**src/rtl/acc_row_sequencer.sv**
```systemverilog
// acc_row_sequencer: feeds the multiplier product stream into the shared FP
// accumulator, tags every COLS-th beat with tlast, and captures only the final
// row sums (tlast=1 results) into the result buffer by row index.
// Optional feature macro: ACC_SEQ_ERRCHK_EN enables the sticky err_seq check;
// without it err_seq is tied low.
module acc_row_sequencer #(
  parameter int ROWS   = 6,
  parameter int COLS   = 6,
  parameter int DATA_W = 32,
  localparam int AW    = (ROWS > 1) ? $clog2(ROWS) : 1
) (
  input  logic              aclk,
  input  logic              reset,
  input  logic              start,
  output logic              busy,
  output logic              done,
  input  logic [DATA_W-1:0] s_prod_tdata,
  input  logic              s_prod_tvalid,
  output logic              s_prod_tready,
  output logic [DATA_W-1:0] acc_a_tdata,
  output logic              acc_a_tvalid,
  output logic              acc_a_tlast,
  input  logic              acc_a_tready,
  input  logic [DATA_W-1:0] acc_res_tdata,
  input  logic              acc_res_tvalid,
  input  logic              acc_res_tlast,
  output logic              acc_res_tready,
  output logic              res_wr_en,
  output logic [AW-1:0]     res_wr_addr,
  output logic [DATA_W-1:0] res_wr_data,
  output logic              err_seq
);

  localparam int CW = (COLS > 1) ? $clog2(COLS) : 1;
  // Row counters must be able to hold ROWS itself (all rows issued / done).
  localparam int RW = $clog2(ROWS + 1);
  localparam logic [CW-1:0] COL_LAST = CW'(COLS - 1);
  localparam logic [RW-1:0] ROW_LAST = RW'(ROWS - 1);
  localparam logic [RW-1:0] ROW_ALL  = RW'(ROWS);

  typedef enum logic [1:0] {S_IDLE, S_FEED, S_DRAIN, S_DONE} state_t;

  state_t state_q, state_d;
  logic [CW-1:0] col_cnt_q, col_cnt_d;
  logic [RW-1:0] row_issued_q, row_issued_d;
  logic [RW-1:0] row_done_q, row_done_d;
  logic res_wr_en_q, res_wr_en_d;
  logic [AW-1:0] res_wr_addr_q, res_wr_addr_d;
  logic [DATA_W-1:0] res_wr_data_q, res_wr_data_d;

  logic in_feed;
  logic beat_xfer;
  logic col_wrap;
  logic last_beat;
  logic final_res;
  logic capture;
  logic last_capture;

  assign in_feed   = (state_q == S_FEED);
  assign beat_xfer = in_feed && s_prod_tvalid && acc_a_tready;
  assign col_wrap  = (col_cnt_q == COL_LAST);
  assign last_beat = beat_xfer && col_wrap && (row_issued_q == ROW_LAST);

  // The result port never stalls, so a valid beat is always a handshake.
  assign acc_res_tready = 1'b1;
  assign final_res      = acc_res_tvalid && acc_res_tlast;
  // Saturate at ROWS so a stray extra final sum can never write past the buffer.
  assign capture        = final_res && ((state_q == S_FEED) || (state_q == S_DRAIN))
                          && (row_done_q != ROW_ALL);
  assign last_capture   = capture && (row_done_q == ROW_LAST);

  // FSM next-state: start -> feed all beats -> wait for last row sum -> done pulse.
  always_comb begin
    state_d = state_q;
    case (state_q)
      S_IDLE:  if (start) state_d = S_FEED;
      S_FEED:  if (last_beat) state_d = S_DRAIN;
      S_DRAIN: if (last_capture || (row_done_q == ROW_ALL)) state_d = S_DONE;
      S_DONE:  state_d = S_IDLE;
      default: state_d = S_IDLE;
    endcase
  end

  // FSM outputs: product path is a gated combinational pass-through in FEED only.
  always_comb begin
    busy          = (state_q != S_IDLE);
    done          = (state_q == S_DONE);
    acc_a_tvalid  = in_feed && s_prod_tvalid;
    acc_a_tdata   = in_feed ? s_prod_tdata : '0;
    acc_a_tlast   = in_feed && col_wrap;
    s_prod_tready = in_feed && acc_a_tready;
  end

  // Column/row bookkeeping: issue and capture advance independently.
  always_comb begin
    col_cnt_d    = col_cnt_q;
    row_issued_d = row_issued_q;
    row_done_d   = row_done_q;
    if (state_q == S_IDLE) begin
      if (start) begin
        col_cnt_d    = '0;
        row_issued_d = '0;
        row_done_d   = '0;
      end
    end else begin
      if (beat_xfer) begin
        if (col_wrap) begin
          col_cnt_d    = '0;
          row_issued_d = row_issued_q + 1'b1;
        end else begin
          col_cnt_d = col_cnt_q + 1'b1;
        end
      end
      if (capture) begin
        row_done_d = row_done_q + 1'b1;
      end
    end
  end

  // Result buffer write port: one-cycle strobe, address/data hold between writes.
  always_comb begin
    res_wr_en_d   = capture;
    res_wr_addr_d = res_wr_addr_q;
    res_wr_data_d = res_wr_data_q;
    if (capture) begin
      res_wr_addr_d = row_done_q[AW-1:0];
      res_wr_data_d = acc_res_tdata;
    end
  end

  // State and datapath registers.
  always_ff @(posedge aclk) begin
    if (reset) begin
      state_q       <= S_IDLE;
      col_cnt_q     <= '0;
      row_issued_q  <= '0;
      row_done_q    <= '0;
      res_wr_en_q   <= 1'b0;
      res_wr_addr_q <= '0;
      res_wr_data_q <= '0;
    end else begin
      state_q       <= state_d;
      col_cnt_q     <= col_cnt_d;
      row_issued_q  <= row_issued_d;
      row_done_q    <= row_done_d;
      res_wr_en_q   <= res_wr_en_d;
      res_wr_addr_q <= res_wr_addr_d;
      res_wr_data_q <= res_wr_data_d;
    end
  end

  assign res_wr_en   = res_wr_en_q;
  assign res_wr_addr = res_wr_addr_q;
  assign res_wr_data = res_wr_data_q;

`ifdef ACC_SEQ_ERRCHK_EN
  logic err_seq_q, err_seq_d;

  // Sticky flag: a final sum that no issued row accounts for, or one seen in IDLE.
  always_comb begin
    err_seq_d = err_seq_q;
    if (final_res && ((state_q == S_IDLE) || (row_done_q == row_issued_q))) begin
      err_seq_d = 1'b1;
    end
  end

  // Error flag register, cleared only by reset.
  always_ff @(posedge aclk) begin
    if (reset) begin
      err_seq_q <= 1'b0;
    end else begin
      err_seq_q <= err_seq_d;
    end
  end

  assign err_seq = err_seq_q;
`else
  assign err_seq = 1'b0;
`endif

endmodule

```
**config.mk**
```make
export PLATFORM = sky130hd
export DESIGN_NAME = acc_row_sequencer
export DESIGN_NICKNAME = d
export VERILOG_FILES = /design/src/rtl/acc_row_sequencer.sv
export SDC_FILE = /design/constraint.sdc
export NUM_CORES = 1
export LEC_CHECK = 0
export ABC_CLOCK_PERIOD_IN_PS = 1500
export CAP_MARGIN = 25
export CORE_MARGIN = 1
export CORE_UTILIZATION = 32
export DETAILED_ROUTE_END_ITERATION = 8
export PLACE_DENSITY = 0.85
export RECOVER_POWER = 50
export SLEW_MARGIN = 20
export SYNTH_ARGS = -nofsm -noshare
export SYNTH_HDL_FRONTEND = slang
export SYNTH_SLANG_ARGS = --single-unit
```
**constraint.sdc**
```tcl
create_clock -name aclk -period 1.5 [get_ports aclk]
set_input_delay 0.3 -clock aclk [delete_from_list [all_inputs] [get_ports aclk]]
set_output_delay 0.3 -clock aclk [all_outputs]
set_load 0.1 [all_outputs]
```
==> results by stage <==
Finish:
- The total of fill cells in the finished design is 293.
- In the final layout, the multi-input gates occupy 0.001649 sq mm.
- The share of the core filled with cells is 84.17%.
- The final layout contains 546 nets.
- The sequential standard cell area is 947.2 sq um.
- The number of antenna diodes is 0.
- After routing the design area is 0.005436 sq mm.
- The synthesis-to-finish area growth is 149.1%.
- In the final layout, the share of cells above drive strength 1 is between 50% and 60%.
- The number of non-filler instances in the completed layout is roughly 540.

Setup path:
- The largest single stage delay on the critical path is between 0.3 and 0.4 ns.
- Among the stages of the critical path, the cell type that occurs most often is sky130_fd_sc_hd__buf_6.
- The nature of the critical path endpoint is a flop.
- Walking the worst path, the cells encountered are inv_4 > buf_4 > ha_4 > nand3_4 > a21oi_4 > buf_6 > buf_6 > nand3_2 > a21oi_1.
- The worst setup path is launched from a flop.
- The required time at the worst-slack endpoint is 1.71 ns.
- Data on the critical path arrives at its endpoint at 2.07 ns.
- The maximum fanout encountered on the critical timing path is 4.
- The critical path is of the flop to flop type.
- The largest individual stage delay along the critical path comes from the cell sky130_fd_sc_hd__dfxtp_2.

Synth:
- In this run, synthesis produced a sequential element count of 47.
- A synthesized cell averages 7.738 sq um.
- The number of warnings reported in the yosys synthesis log is 0.
- The post-synthesis instance total is 282.
- The sequential area share after synthesis is 43.12%.
- In this run, synthesis inferred 0 flip-flops with an integrated enable.
- The post-synthesis cell area is 0.002182 sq mm.
- Synthesis produced a netlist with a net count of 363.
- The flip-flop cell with the highest count after synthesis is sky130_fd_sc_hd__dfxtp_1.
- The share of async-settable or async-resettable flops after synthesis is 0%.
- The count of distinct cell types in the synthesized netlist is 34.

Drt:
- The first detailed-routing pass took 9 iterations.
- Dividing the detail-routed wire length by the instance count gives 23.45 um.
- After detailed routing, the wire length on met1 is between 4 and 5 mm.
- The met3 wirelength from detailed routing is 987 um.
- The remaining design rule violation count is 14.
- The met2 routed wirelength is 6.534 mm.
- The via-per-instance ratio is 5.519.
- The detailed-route wire length is approximately 13 mm.
- The violation count after the first detailed-routing iteration is 255.
- The top layer reached by signal wires is met4.
- The detailed router placed 2,997 vias in this run.
- The count of nets left with antenna violations after detail routing is 0.

Worst hold path:
- The worst hold path belongs to the class flop to flop.

Die:
- The die is 84.58 um tall.
- The die is roughly 85 um wide.
- The number of rows in the core area is 29.
- The standard cell core area is 0.006459 sq mm.
- The boundary pin count is roughly 150.
- The die area is 0.007153 sq mm.
- The effective utilization at floorplan is about 34%.

STA:
- The headroom to the max-slew limit is 65.59%.
- Setup repair after global routing could not meet its margin everywhere.
- The maximum operating frequency is 537.9 MHz.
- On the final layout, the worst clock skew is 0.02321 ns.
- The number of endpoints failing setup at the final stage is 83.
- The number of endpoints with negative hold slack in the final report is 0.
- Across all setup checks in the final design, the least slack found is -0.3591 ns.
- Adding up every negative setup slack in the final design gives -17.61 ns.
- The slew at the pin with the worst max-slew slack is 0.5197 ns.
- The post-route minimum period is 1.859 ns.
- The final count of pins violating max slew was 0.
- The final period utilization is 123.9%.

Placement:
- The total cell area at the placement stage is between 0.004 and 0.005 sq mm.
- Summed over all nets, the half-perimeter wirelength after detailed placement is 6.049 mm.
- The placer's final routability congestion estimate is about 0.80.
- The total instance count after detailed placement is 508.
- The setup slack after placement is -0.1940 ns.
- The number of port buffers is between 100 and 150.

Pwr:
- IR analysis of the VDD net gives a maximum drop of 0.001120 V.
- The total power density per cell area is 1873 mW/mm^2.
- Summed over all nets, the switching power comes to 5.189 mW.
- Per report_power, the clock group accounts for 9.9% of the total.
- Net switching is 50.95% of the power.
- In this run the static leakage power is 2.216 nW.
- The combinational group share of total power is between 70% and 80%.
- Internal power comes to 4.995 mW.
- The sequential fraction of design power is 15.2%.

GRT:
- The via count of the first global-routing pass came to 2,708.
- The number of antenna violations at the first check in global routing is 0.
- The first global-routing pass estimated around 14 mm of wire.
- The overall fraction of global-route tracks in use is 24.91%.
- Entering global routing, the biggest net connects 28 pins.
- The total grt overflow is 0.

Job:
- Across the run, the number of max-cap violations was 0.

CTS:
- The clock network latency to the later pin of the worst-skew pair is 0.32 ns.
- The cts-stage hold buffer count is 0.
- The clock tree from TritonCTS is built.
- The tree built by TritonCTS fans out to 47 sinks.
- In this run, CTS created clock tree buffers numbering 5.
- The clock-pin slew on the worst setup and hold paths is 0.10 ns.
- The tree is rooted in a sky130_fd_sc_hd__clkbuf_8.
- The longest clock path from root to sink contains 2 buffers.
- The H-tree generated during clock tree synthesis spans 2 levels.

Outcome:
- The checks that failed: DRC, setup timing.
- The run finished, with violations left.
Yosys cell counts, drive strengths merged (3+ instances only):
library cell / instances / share of area [%]
or3: 3 / 0.86
nand2: 78 / 14
clkbuf: 9 / 1.6
buf: 9 / 2.6
dfxtp: 47 / 43
nor2: 7 / 1.2
nand3: 4 / 0.92
inv: 8 / 1.4
and2: 34 / 9.7
o21ai: 6 / 1.4
a21oi: 45 / 10
ha: 10 / 5.7
sequential cells by signal, summed over array words and instances (netlist names):
name	cells
col_cnt_q	3
res_wr_en	1
row_issued_q	3
res_wr_addr	3
row_done_q	3
state_q	2
res_wr_data	32
placed cells by master, fill, tap and decap left out, types with 3 or more instances in the layout:
cell / instances
sky130_fd_sc_hd__clkbuf_16: 6
sky130_fd_sc_hd__dfxtp_1: 44
sky130_fd_sc_hd__buf_6: 10
sky130_fd_sc_hd__buf_4: 24
sky130_fd_sc_hd__a21oi_2: 31
sky130_fd_sc_hd__clkbuf_4: 9
sky130_fd_sc_hd__clkdlybuf4s50_1: 70
sky130_fd_sc_hd__nand2_1: 36
sky130_fd_sc_hd__buf_2: 9
sky130_fd_sc_hd__ha_4: 3
sky130_fd_sc_hd__o21ai_0: 3
sky130_fd_sc_hd__or3_1: 3
sky130_fd_sc_hd__and2_4: 34
sky130_fd_sc_hd__a21oi_1: 13
sky130_fd_sc_hd__buf_12: 61
sky130_fd_sc_hd__nand2_2: 21
sky130_fd_sc_hd__nor2_1: 5
sky130_fd_sc_hd__inv_1: 5
sky130_fd_sc_hd__ha_1: 6
sky130_fd_sc_hd__clkbuf_8: 5
sky130_fd_sc_hd__buf_16: 3
sky130_fd_sc_hd__nand2_4: 20
power groups by stage:
stage	clock network (mW)	registers (mW)	logic, mW
finish	1.01	1.55	7.63
global route	1.05	1.56	7.79
CTS	0.955	1.54	6.63
detailed placement	0	1.56	6.20
global placement	0	1.55	6.11
floorplan	0	2.27	3.17
repair_timing:
item                       4_1_cts  5_1_grt
resized for setup               23      119
cloned                           3        8
setup endpoints to repair       78       84
setup buffers                    3       14
pin swaps                        0       36
worst max-delay path, delay by kind of cell, from the launching register on:
| kind | cells | cell delay (ns) |
|---|---|---|
| flops | 1 | 0.37 |
| fa+ha+maj | 1 | 0.29 |
| buf+inv | 4 | 0.47 |
| compound gates | 2 | 0.46 |
| simple gates | 2 | 0.18 |
area by class of cell:
class,count,share of cell area [%]
sequential,47,17.42
clock inverter,3,0.8516
tap,77,1.772
multi-input combinational,209,30.33
timing repair buffer,194,47.64
clock buffer,5,1.266
inverter,8,0.7135
layer usage:
layer  vias to the layer above  global-route usage (%)
met5                         -                       0
met4                         0                   6.934
met3                        57                   5.900
met2                       210                   49.22
met1                      1446                   25.92
li1                       1284                       -
per-stage QoR:
step	hold WS, ns	power [mW]
after floorplan	0.4360	5.439
after global placement	0.4747	7.654
after detailed placement	0.4782	7.768
after CTS	0.4948	9.122
after global routing	0.4943	10.40
final	0.4693	10.18
cells by family after synthesis:
logic type / share of synthesized area (%)
other: 0.3442
XOR/XNOR: 0.4014
AO/OA/AOI/OAI: 15.08
adder cells (fa/ha/maj): 5.734
AND/OR/NAND/NOR: 29.76
flip-flops: 43.12
buffers and inverters: 5.562
final timing paths:
check | from | end | slack [ns] | cells after the start
setup / recovery | state_q[1] | row_done_q[2] | -0.36 | 9
hold / removal | res_wr_data[30] | res_wr_data[30] | 0.47 | 2
setup reg to reg | state_q[1] | row_done_q[2] | -0.36 | 9
hold reg to reg | res_wr_data[30] | res_wr_data[30] | 0.47 | 2
(Power assumes the default switching activity.)
